--- src/rtl/gpu_pkg.sv ---
// Shared rect-load definitions used by rect_copy_controller and the gpu block.
package gpu_pkg;

    localparam int RECT_WORDS         = 5;
    localparam int GPU_SLOTS_PER_RECT = 6;

    typedef enum logic [2:0] {
        WORD_X     = 3'd0,
        WORD_Y     = 3'd1,
        WORD_W     = 3'd2,
        WORD_H     = 3'd3,
        WORD_COLOR = 3'd4
    } rect_word_e;

    typedef enum logic [2:0] {
        COPY_IDLE,
        COPY_GPU_RST,
        COPY_START,
        COPY_STREAM,
        COPY_DONE
    } copy_state_e;

endpackage

--- src/rtl/rect_copy_addr_gen.sv ---
// Slot/rect counters and RAM read strobe/address for the rect copy stream.
module rect_copy_addr_gen
    import gpu_pkg::*;
#(
    parameter int RECT_COUNT = 64,
    parameter int ADDR_WIDTH = 16
) (
    input  logic                  pixel_clk,
    input  logic                  reset,
    input  logic                  launch,
    input  logic [ADDR_WIDTH-1:0] base_addr,
    output logic                  mem_rd_en,
    output logic [ADDR_WIDTH-1:0] mem_addr,
    output rect_word_e            rd_word,
    output logic                  rd_last
);

    localparam int RECT_W = (RECT_COUNT > 1) ? $clog2(RECT_COUNT) : 1;
    localparam logic [RECT_W-1:0] LAST_RECT = RECT_W'(RECT_COUNT - 1);
    localparam logic [2:0]        LAST_WORD = 3'(RECT_WORDS - 1);
    localparam logic [2:0]        LAST_SLOT = 3'(GPU_SLOTS_PER_RECT - 1);

    logic              active;
    logic [2:0]        slot_q;
    logic [RECT_W-1:0] rect_q;

    // Reads run two cycles ahead of gpu_data, so the read-side idle slot is the
    // last of each group of six; it lines up with the gpu gap slot of the next rect.
    always_ff @(posedge pixel_clk) begin
        if (reset) begin
            active    <= 1'b0;
            slot_q    <= '0;
            rect_q    <= '0;
            mem_rd_en <= 1'b0;
            mem_addr  <= '0;
        end else if (launch) begin
            active    <= 1'b1;
            slot_q    <= '0;
            rect_q    <= '0;
            mem_rd_en <= 1'b1;
            mem_addr  <= base_addr;
        end else if (active) begin
            if (slot_q == LAST_SLOT) begin
                slot_q <= '0;
                if (rect_q == LAST_RECT) begin
                    active    <= 1'b0;
                    mem_rd_en <= 1'b0;
                end else begin
                    rect_q    <= rect_q + RECT_W'(1);
                    mem_rd_en <= 1'b1;
                    mem_addr  <= mem_addr + ADDR_WIDTH'(1);
                end
            end else begin
                slot_q <= slot_q + 3'd1;
                if (slot_q == LAST_WORD) begin
                    mem_rd_en <= 1'b0;
                end else begin
                    mem_rd_en <= 1'b1;
                    mem_addr  <= mem_addr + ADDR_WIDTH'(1);
                end
            end
        end
    end

    assign rd_word = rect_word_e'(slot_q);
    assign rd_last = mem_rd_en && (rect_q == LAST_RECT) && (slot_q == LAST_WORD);

endmodule

--- src/rtl/rect_copy_controller.sv ---
// Streams RECT_COUNT rect records from the rect RAM into the gpu with its 6-slot cadence.
// Optional scroll offsets on x/y are enabled by defining RECT_COPY_SCROLL_EN.
module rect_copy_controller
    import gpu_pkg::*;
#(
    parameter int RECT_COUNT = 64,
    parameter int ADDR_WIDTH = 16,
    parameter int DATA_WIDTH = 16
) (
    input  logic                  pixel_clk,
    input  logic                  reset,
    input  logic                  start,
    input  logic [ADDR_WIDTH-1:0] base_addr,
    output logic                  mem_rd_en,
    output logic [ADDR_WIDTH-1:0] mem_addr,
    input  logic [DATA_WIDTH-1:0] mem_dout,
    output logic                  gpu_reset,
    output logic                  copy_start,
    output logic [DATA_WIDTH-1:0] gpu_data,
    output logic                  busy,
    output logic                  done
`ifdef RECT_COPY_SCROLL_EN
    ,
    input  logic [DATA_WIDTH-1:0] scroll_x,
    input  logic [DATA_WIDTH-1:0] scroll_y
`endif
);

    copy_state_e           state, next_state;
    logic [ADDR_WIDTH-1:0] base_q;
    logic [DATA_WIDTH-1:0] scroll_x_q, scroll_y_q;
    logic [DATA_WIDTH-1:0] word_adj;
    rect_word_e            rd_word, word_d1;
    logic                  rd_last, rd_d1, last_d1, gpu_last;
    logic                  accept;

    assign accept = (state == COPY_IDLE) && start;

    rect_copy_addr_gen #(
        .RECT_COUNT (RECT_COUNT),
        .ADDR_WIDTH (ADDR_WIDTH)
    ) u_addr_gen (
        .pixel_clk (pixel_clk),
        .reset     (reset),
        .launch    (state == COPY_GPU_RST),
        .base_addr (base_q),
        .mem_rd_en (mem_rd_en),
        .mem_addr  (mem_addr),
        .rd_word   (rd_word),
        .rd_last   (rd_last)
    );

`ifdef RECT_COPY_SCROLL_EN
    always_ff @(posedge pixel_clk) begin
        if (reset) begin
            scroll_x_q <= '0;
            scroll_y_q <= '0;
        end else if (accept) begin
            scroll_x_q <= scroll_x;
            scroll_y_q <= scroll_y;
        end
    end
`else
    assign scroll_x_q = '0;
    assign scroll_y_q = '0;
`endif

    always_comb begin
        word_adj = mem_dout;
        case (word_d1)
            WORD_X:  word_adj = mem_dout + scroll_x_q;
            WORD_Y:  word_adj = mem_dout + scroll_y_q;
            default: word_adj = mem_dout;
        endcase
    end

    // RAM data arrives one cycle after the read; gpu_data registers it one more cycle later.
    always_ff @(posedge pixel_clk) begin
        if (reset) begin
            state    <= COPY_IDLE;
            base_q   <= '0;
            rd_d1    <= 1'b0;
            word_d1  <= WORD_X;
            last_d1  <= 1'b0;
            gpu_last <= 1'b0;
            gpu_data <= '0;
        end else begin
            state    <= next_state;
            rd_d1    <= mem_rd_en;
            word_d1  <= rd_word;
            last_d1  <= rd_last;
            gpu_last <= rd_d1 && last_d1;
            gpu_data <= rd_d1 ? word_adj : '0;
            if (accept) begin
                base_q <= base_addr;
            end
        end
    end

    always_comb begin
        next_state = state;
        gpu_reset  = 1'b0;
        copy_start = 1'b0;
        busy       = 1'b0;
        done       = 1'b0;
        case (state)
            COPY_IDLE: begin
                if (start) next_state = COPY_GPU_RST;
            end
            COPY_GPU_RST: begin
                gpu_reset  = 1'b1;
                busy       = 1'b1;
                next_state = COPY_START;
            end
            COPY_START: begin
                copy_start = 1'b1;
                busy       = 1'b1;
                next_state = COPY_STREAM;
            end
            COPY_STREAM: begin
                busy = 1'b1;
                if (gpu_last) next_state = COPY_DONE;
            end
            COPY_DONE: begin
                done       = 1'b1;
                next_state = COPY_IDLE;
            end
            default: next_state = COPY_IDLE;
        endcase
    end

endmodule

--- config.mk ---
export PLATFORM = sky130hd
export DESIGN_NAME = rect_copy_controller
export DESIGN_NICKNAME = d
export VERILOG_FILES = /design/src/rtl/gpu_pkg.sv /design/src/rtl/rect_copy_addr_gen.sv /design/src/rtl/rect_copy_controller.sv
export SDC_FILE = /design/constraint.sdc
export NUM_CORES = 1
export LEC_CHECK = 0
export CAP_MARGIN = 10
export CORE_UTILIZATION = 49
export DETAILED_ROUTE_END_ITERATION = 6
export MAX_ROUTING_LAYER = met4
export PLACE_DENSITY = 0.8
export RECOVER_POWER = 50
export SLEW_MARGIN = 5
export SYNTH_ARGS = -nofsm -noshare
export SYNTH_HDL_FRONTEND = slang
export SYNTH_HIERARCHICAL = 1
export SYNTH_SLANG_ARGS = --single-unit
--- constraint.sdc ---
create_clock -name pixel_clk -period 2.7 [get_ports pixel_clk]
set_clock_uncertainty 0.1 [all_clocks]
set_input_delay 0.54 -clock pixel_clk [delete_from_list [all_inputs] [get_ports pixel_clk]]
set_output_delay 0.54 -clock pixel_clk [all_outputs]
set_load 0.02 [all_outputs]
======== After elaboration in Yosys (flattened, before gate mapping) ========
Cells that the tools add are included.
word-level totals
  word-level logic and storage cells ...... 60
  flip-flop bits (word level) ............. 65
cells by class
  $add $sub $neg .......................... 3
  bitwise gates (word level) .............. 2
  reduce and logical (&&, ||, !) cells .... 12
  multiplexer cells ....................... 21
  equal/unequal tests ..................... 11
operators by type and width
  operator               count
  $mux 16                5
  $add 16x1->16 const B  1
  $mux 1                 12
  $pmux 3 s4             1
  $eq 3x3->1 const B     3
  $mux 3                 3
  $add 6x1->6 const B    1
  $eq 3x2->1 const B     2
  $eq 6x6->1 const B     1
  $reduce_and 3->1       2
  $logic_and 1x1->1      4
  $ne 2x2->1 const B     2
  $reduce_or 2->1        2
  $add 3x1->3 const B    1
  $eq 3x1->1 const B     1
  $logic_not 3->1        1
  $ne 3x1->1 const B     1
  $ne 3x2->1 const B     1
  $reduce_or 3->1        1
  $not 1->1              2
  $reduce_and 2->1       1
  $reduce_bool 2->1      1

======== Logic depth before layout (Yosys ltp) ========
  depth in word-level cells ............... 5
  gate-level depth with buffers ........... 7
  depth with buffers taken out ............ 5

======== By module ========
Netlist, hierarchy kept.
modules (own cells, without submodules)
  module                seq. area each (um^2)  instances  cells an instance  area an instance (um^2)
  rect_copy_addr_gen    540.5                  1          173                1445.1
  rect_copy_controller  760.7                  1          126                1400.1

======== Worst setup path before layout ========
OpenSTA, ideal clock, no wires.
  path kind ............................... flip-flop to flip-flop
  from .................................... register state[0]
  to ...................................... register u_addr_gen.rect_q[2]
  arrival ................................. 1.862 ns
  required time ........................... 2.470 ns
  path slack .............................. 0.608 ns
  buffers on the path ..................... 2
  cell stages (with the launch flop) ...... 6
  period minus slack after synthesis ...... 2.092 ns
  cell sequence ........................... dfxtp_1 -> nor3b_1 -> clkbuf_1 -> or2_2 -> clkbuf_1 -> nor3_1
on the way
  word-level cells in the longest chain between the ends .. 2
ends and longest elaborated chain
  element                           RTL line                    source
  start: declaration                rect_copy_controller.sv:29  copy_state_e state, next_state;
  start signal: assignment          rect_copy_controller.sv:88  state <= next_state;
  $eq 3x1->1                        rect_copy_controller.sv:45  .launch (state == COPY_GPU_RST),
  $reduce_or 2->1 (no source line)  -
  end signal: assignment            rect_copy_addr_gen.sv:49    rect_q <= rect_q + RECT_W'(1);
  end: declaration                  rect_copy_addr_gen.sv:25    logic [RECT_W-1:0] rect_q;
Every way passes these cells.
A chain may end at the register's enable or synchronous reset.

======== Worst setup path after layout ========
  from .................................... register state[0]
  to ...................................... output gpu_reset
on the way
  word-level cells in the longest chain between the ends .. 2
ends and longest elaborated chain
  element           RTL line                     source
  $eq 3x1->1        rect_copy_controller.sv:106  case (state)
  $mux 1            rect_copy_controller.sv:106
  end: declaration  rect_copy_controller.sv:17   output logic gpu_reset,
Every way passes these cells.

==> run_results.csv <==
group,metric,value,unit
pwr,peakVddDrop,0.351,mV
synth,synthAdderAreaFrac,0.880,%
routing,wl,6010,µm
place,gp_routability_congestion,0.830,
floorplan,dieArea,6120,µm²
finish,final_cells,442,
finish,synthToLayoutAreaGrowth,32.7,%
clock_network,cts_tree,"yes",
synth,syn_avg_cell_area,9.52,µm²
setup_path,reg2reg_from,"u_addr_gen/rect_q[0]",
place,io_buffers,71,
global_routing,overflow,0,
setup_path,crit_fanout,6,
sta,slew_headroom,26.1,%
pwr,swShare,24.8,%
clock_network,hold_buffers,0,
sta,clock.fmax,0.422,GHz
setup_path,required,2.06,ns
synth,yosysSeqAreaShare,45.7,%
clock_network,cts-root-buf,"clkbuf_8",
setup_path,ff2ff_path_depth,6,
worst_hold_path,hold_depth,1,
finish,final_core_util,68.2,%
sta,grt_setup_unrepaired,"false",
clock_network,cts_buffer_depth,2,
synth,syn_inst,299,
synth,synth-simple-area-share,28.4,%
worst_hold_path,min_from,"last_d1",
synth,netlist_area,2850,µm²
sta,setup_viol,0,
flow_run,maxCapViolCount,0,
setup_path,arrival,1.73,ns
floorplan,ios,72,
floorplan,fp-row-count,27,
status,status,"finished, final reports clean",
sta,tightest_slew,1.11,ns
synth,synth_xor_area_share,1.85,%
floorplan,start_util,51.4,%
sta,tns,0,ns
clock_network,postCtsSetupBuffers,0,
global_routing,grt_first_pass_wirelength,10000,µm
routing,routedWlPerCell,13.6,µm
routing,via_per_inst,5.43,
routing,vias,2399,
sta,hold_violations,0,
global_routing,antenna_found_initial,0,
sta,finalCritPeriodShare,87.7,%
floorplan,die_h,78.2,µm
synth,synth_compound_area_share,11.7,%
clock_network,ctsResizeCount,0,
global_routing,grt_pass1_vias,2246,
pwr,seqPwrFrac,45.8,%
pwr,comb_power_share,15.7,%
setup_path,crit_type,"flip-flop to primary output",
synth,ys_ff_latch,65,
routing,drc_errors,0,
clock_network,cts-htree-levels,3,
place,placed_cells,428,
synth,synth_nets,336,
pwr,p_leak,1.38,nW
pwr,power.density,622,nW/µm²
routing,first_pass_iters,4,
place,dpl-instance-area,3570,µm²
worst_hold_path,hold_path_class,"flip-flop to flip-flop",
sta,period_minus_slack,2.37,ns
worst_hold_path,whs_endpoint,"gpu_last",
pwr,internal_power,1.77,mW
finish,stdcell_area,3780,µm²
clock_network,numCtsBuffers,9,
floorplan,fp.dieW,78.2,µm
routing,initialDrtViolationCount,145,
sta,slew_violations,0,
synth,yosysWarnings,6,
finish,diodes,0,
synth,synth_top_family_by_area,"simple AND/OR/NAND/NOR gates",
floorplan,core_area,5540,µm²
finish,final_layout_size_suffix_gt1_share,5.41,%
synth,ys_types,47,
setup_path,critPathLaunchType,"flip-flop",
setup_path,r2r-end,"u_addr_gen/mem_addr[8]",
pwr,design_power_total,2.35,mW
global_routing,grtUsageTotal,21.7,%
pwr,switching_power,0.583,mW
place,dp_hpwl,4140,µm
pwr,p_clk_share,38.5,%
clock_network,clkTransAtPathRegs,0.06,ns
synth,synth.mux.area_fraction,6.68,%
clock_network,clk_latency,0.34,ns
finish,finalNetCount,404,
setup_path,r2r_setup_slack,0.47,ns
global_routing,grt_max_degree,33,
setup_path,crit_path_end_kind,"primary output",
routing,drtAntennaViolNets,0,
clock_network,cts.sinks,65,
[worst max-delay path by stage]
stage	start	endpoint	slack, ns
floorplan	state[0]	u_addr_gen/rect_q[2]	0.61
global placement	u_addr_gen/rect_q[0]	u_addr_gen/mem_addr[8]	0.55
detailed placement	u_addr_gen/rect_q[0]	u_addr_gen/mem_addr[8]	0.48
CTS	state[0]	gpu_reset	0.31
global route	reset	u_addr_gen/rect_q[2]	0.20
finish	state[0]	gpu_reset	0.33
[cell usage after synthesis (all sizes together)]
cell type	number	share of area (%)
dfxtp	65	46
nand2b	33	7.3
nor2	27	3.6
and2	19	4.2
mux2i	19	6.7
clkbuf	12	1.6
nand2	12	1.6
o21ai	10	1.8
a311oi	9	2.8
buf	7	2.5
nand3	7	1.2
or3	6	1.3
inv	5	0.66
nor4	5	1.1
o31ai	5	1.3
xor2	5	1.5
a21oi	4	0.70
nand4	4	0.88
nor3b	4	1.1
a211oi	3	0.79
and4	3	0.92
nor2b	3	0.66
o31a	3	0.92
or4	3	0.79
and3	2	0.44
ha	2	0.88
nand3b	2	0.53
nor3	2	0.35
nor4b	2	1.1
o211ai	2	0.70
o21bai	2	0.53
o311ai	2	0.62
o41a	2	0.79
a21o	1	0.26
a31oi	1	0.22
and4b	1	0.35
nand4b	1	0.53
o2111ai	1	0.31
or2	1	0.22
or3b	1	0.31
xnor2	1	0.31
[per-stage QoR]
stage	setup slack, ns	hold slack [ns]
after CTS	0.308	0.337
after detailed placement	0.477	0.321
after global placement	0.554	0.312
final	0.331	0.332
after floorplan	0.608	0.306
after global routing	0.201	0.350
[per-layer routing]
metal  vias up  wire [µm]  GRT usage (%)
li1       1195          -              -
met1      1120       2780           25.7
met2        68       2790           33.7
met3        16        288           4.88
met4         0        159           13.0
met5         -          0              -
[final cells by class]
| class | instances | area, µm² |
|---|---|---|
| Timing Repair Buffer | 76 | 741 |
| Inverter | 5 | 18.8 |
| Clock inverter | 3 | 65.1 |
| Multi-Input combinational cell | 210 | 1410 |
| Fill cell | 473 | 1760 |
| Tap cell | 72 | 90.1 |
| Clock buffer | 11 | 151 |
| Sequential cell | 65 | 1300 |
[cell families after synthesis]
logic type,after synthesis
mux,19
xor+xnor,6
simple gates,138
fa+ha+maj,2
buf+inv,24
compound gates,45
flops,65
[sequential cells by signal, indices dropped and copies added, names as in the netlist]
name	cells
rd_d1	1
u_addr_gen/rd_word	3
gpu_last	1
base_q	16
state	3
gpu_data	16
u_addr_gen/mem_addr	16
u_addr_gen/mem_rd_en	1
last_d1	1
u_addr_gen/active	1
u_addr_gen/rect_q	6
[placed cells by master, fill, tap and decap left out, types with 3 or more instances in the layout]
master,instances
a211oi_1,3
a21oi_1,4
a311oi_1,9
and2_0,7
and2_1,12
and4_1,3
buf_4,3
clkbuf_8,11
clkdlybuf4s50_1,66
dfxtp_1,65
dlygate4sd3_1,5
inv_1,5
mux2i_1,19
nand2_1,12
nand2b_1,33
nand3_1,7
nand4_1,4
nor2_1,27
nor2b_1,3
nor3b_1,4
nor4_1,5
o21ai_1,8
o31a_1,3
o31ai_1,5
or3_1,6
or4_1,3
xor2_1,5
[power by group through the flow]
stage,sequential [mW],combinational (mW),clock (mW)
global route,1.08,0.400,0.972
floorplan,1.12,0.187,0
CTS,1.08,0.373,0.925
finish,1.08,0.369,0.906
detailed placement,1.10,0.369,0
global placement,1.09,0.361,0
[critical path: stages, from the launching register on]
cell and delay [ns]:
dfxtp_1 0.44, nor3b_1 0.29, clkdlybuf4s50_1 0.66
Note: power is estimated with default switching activity, not from simulation.
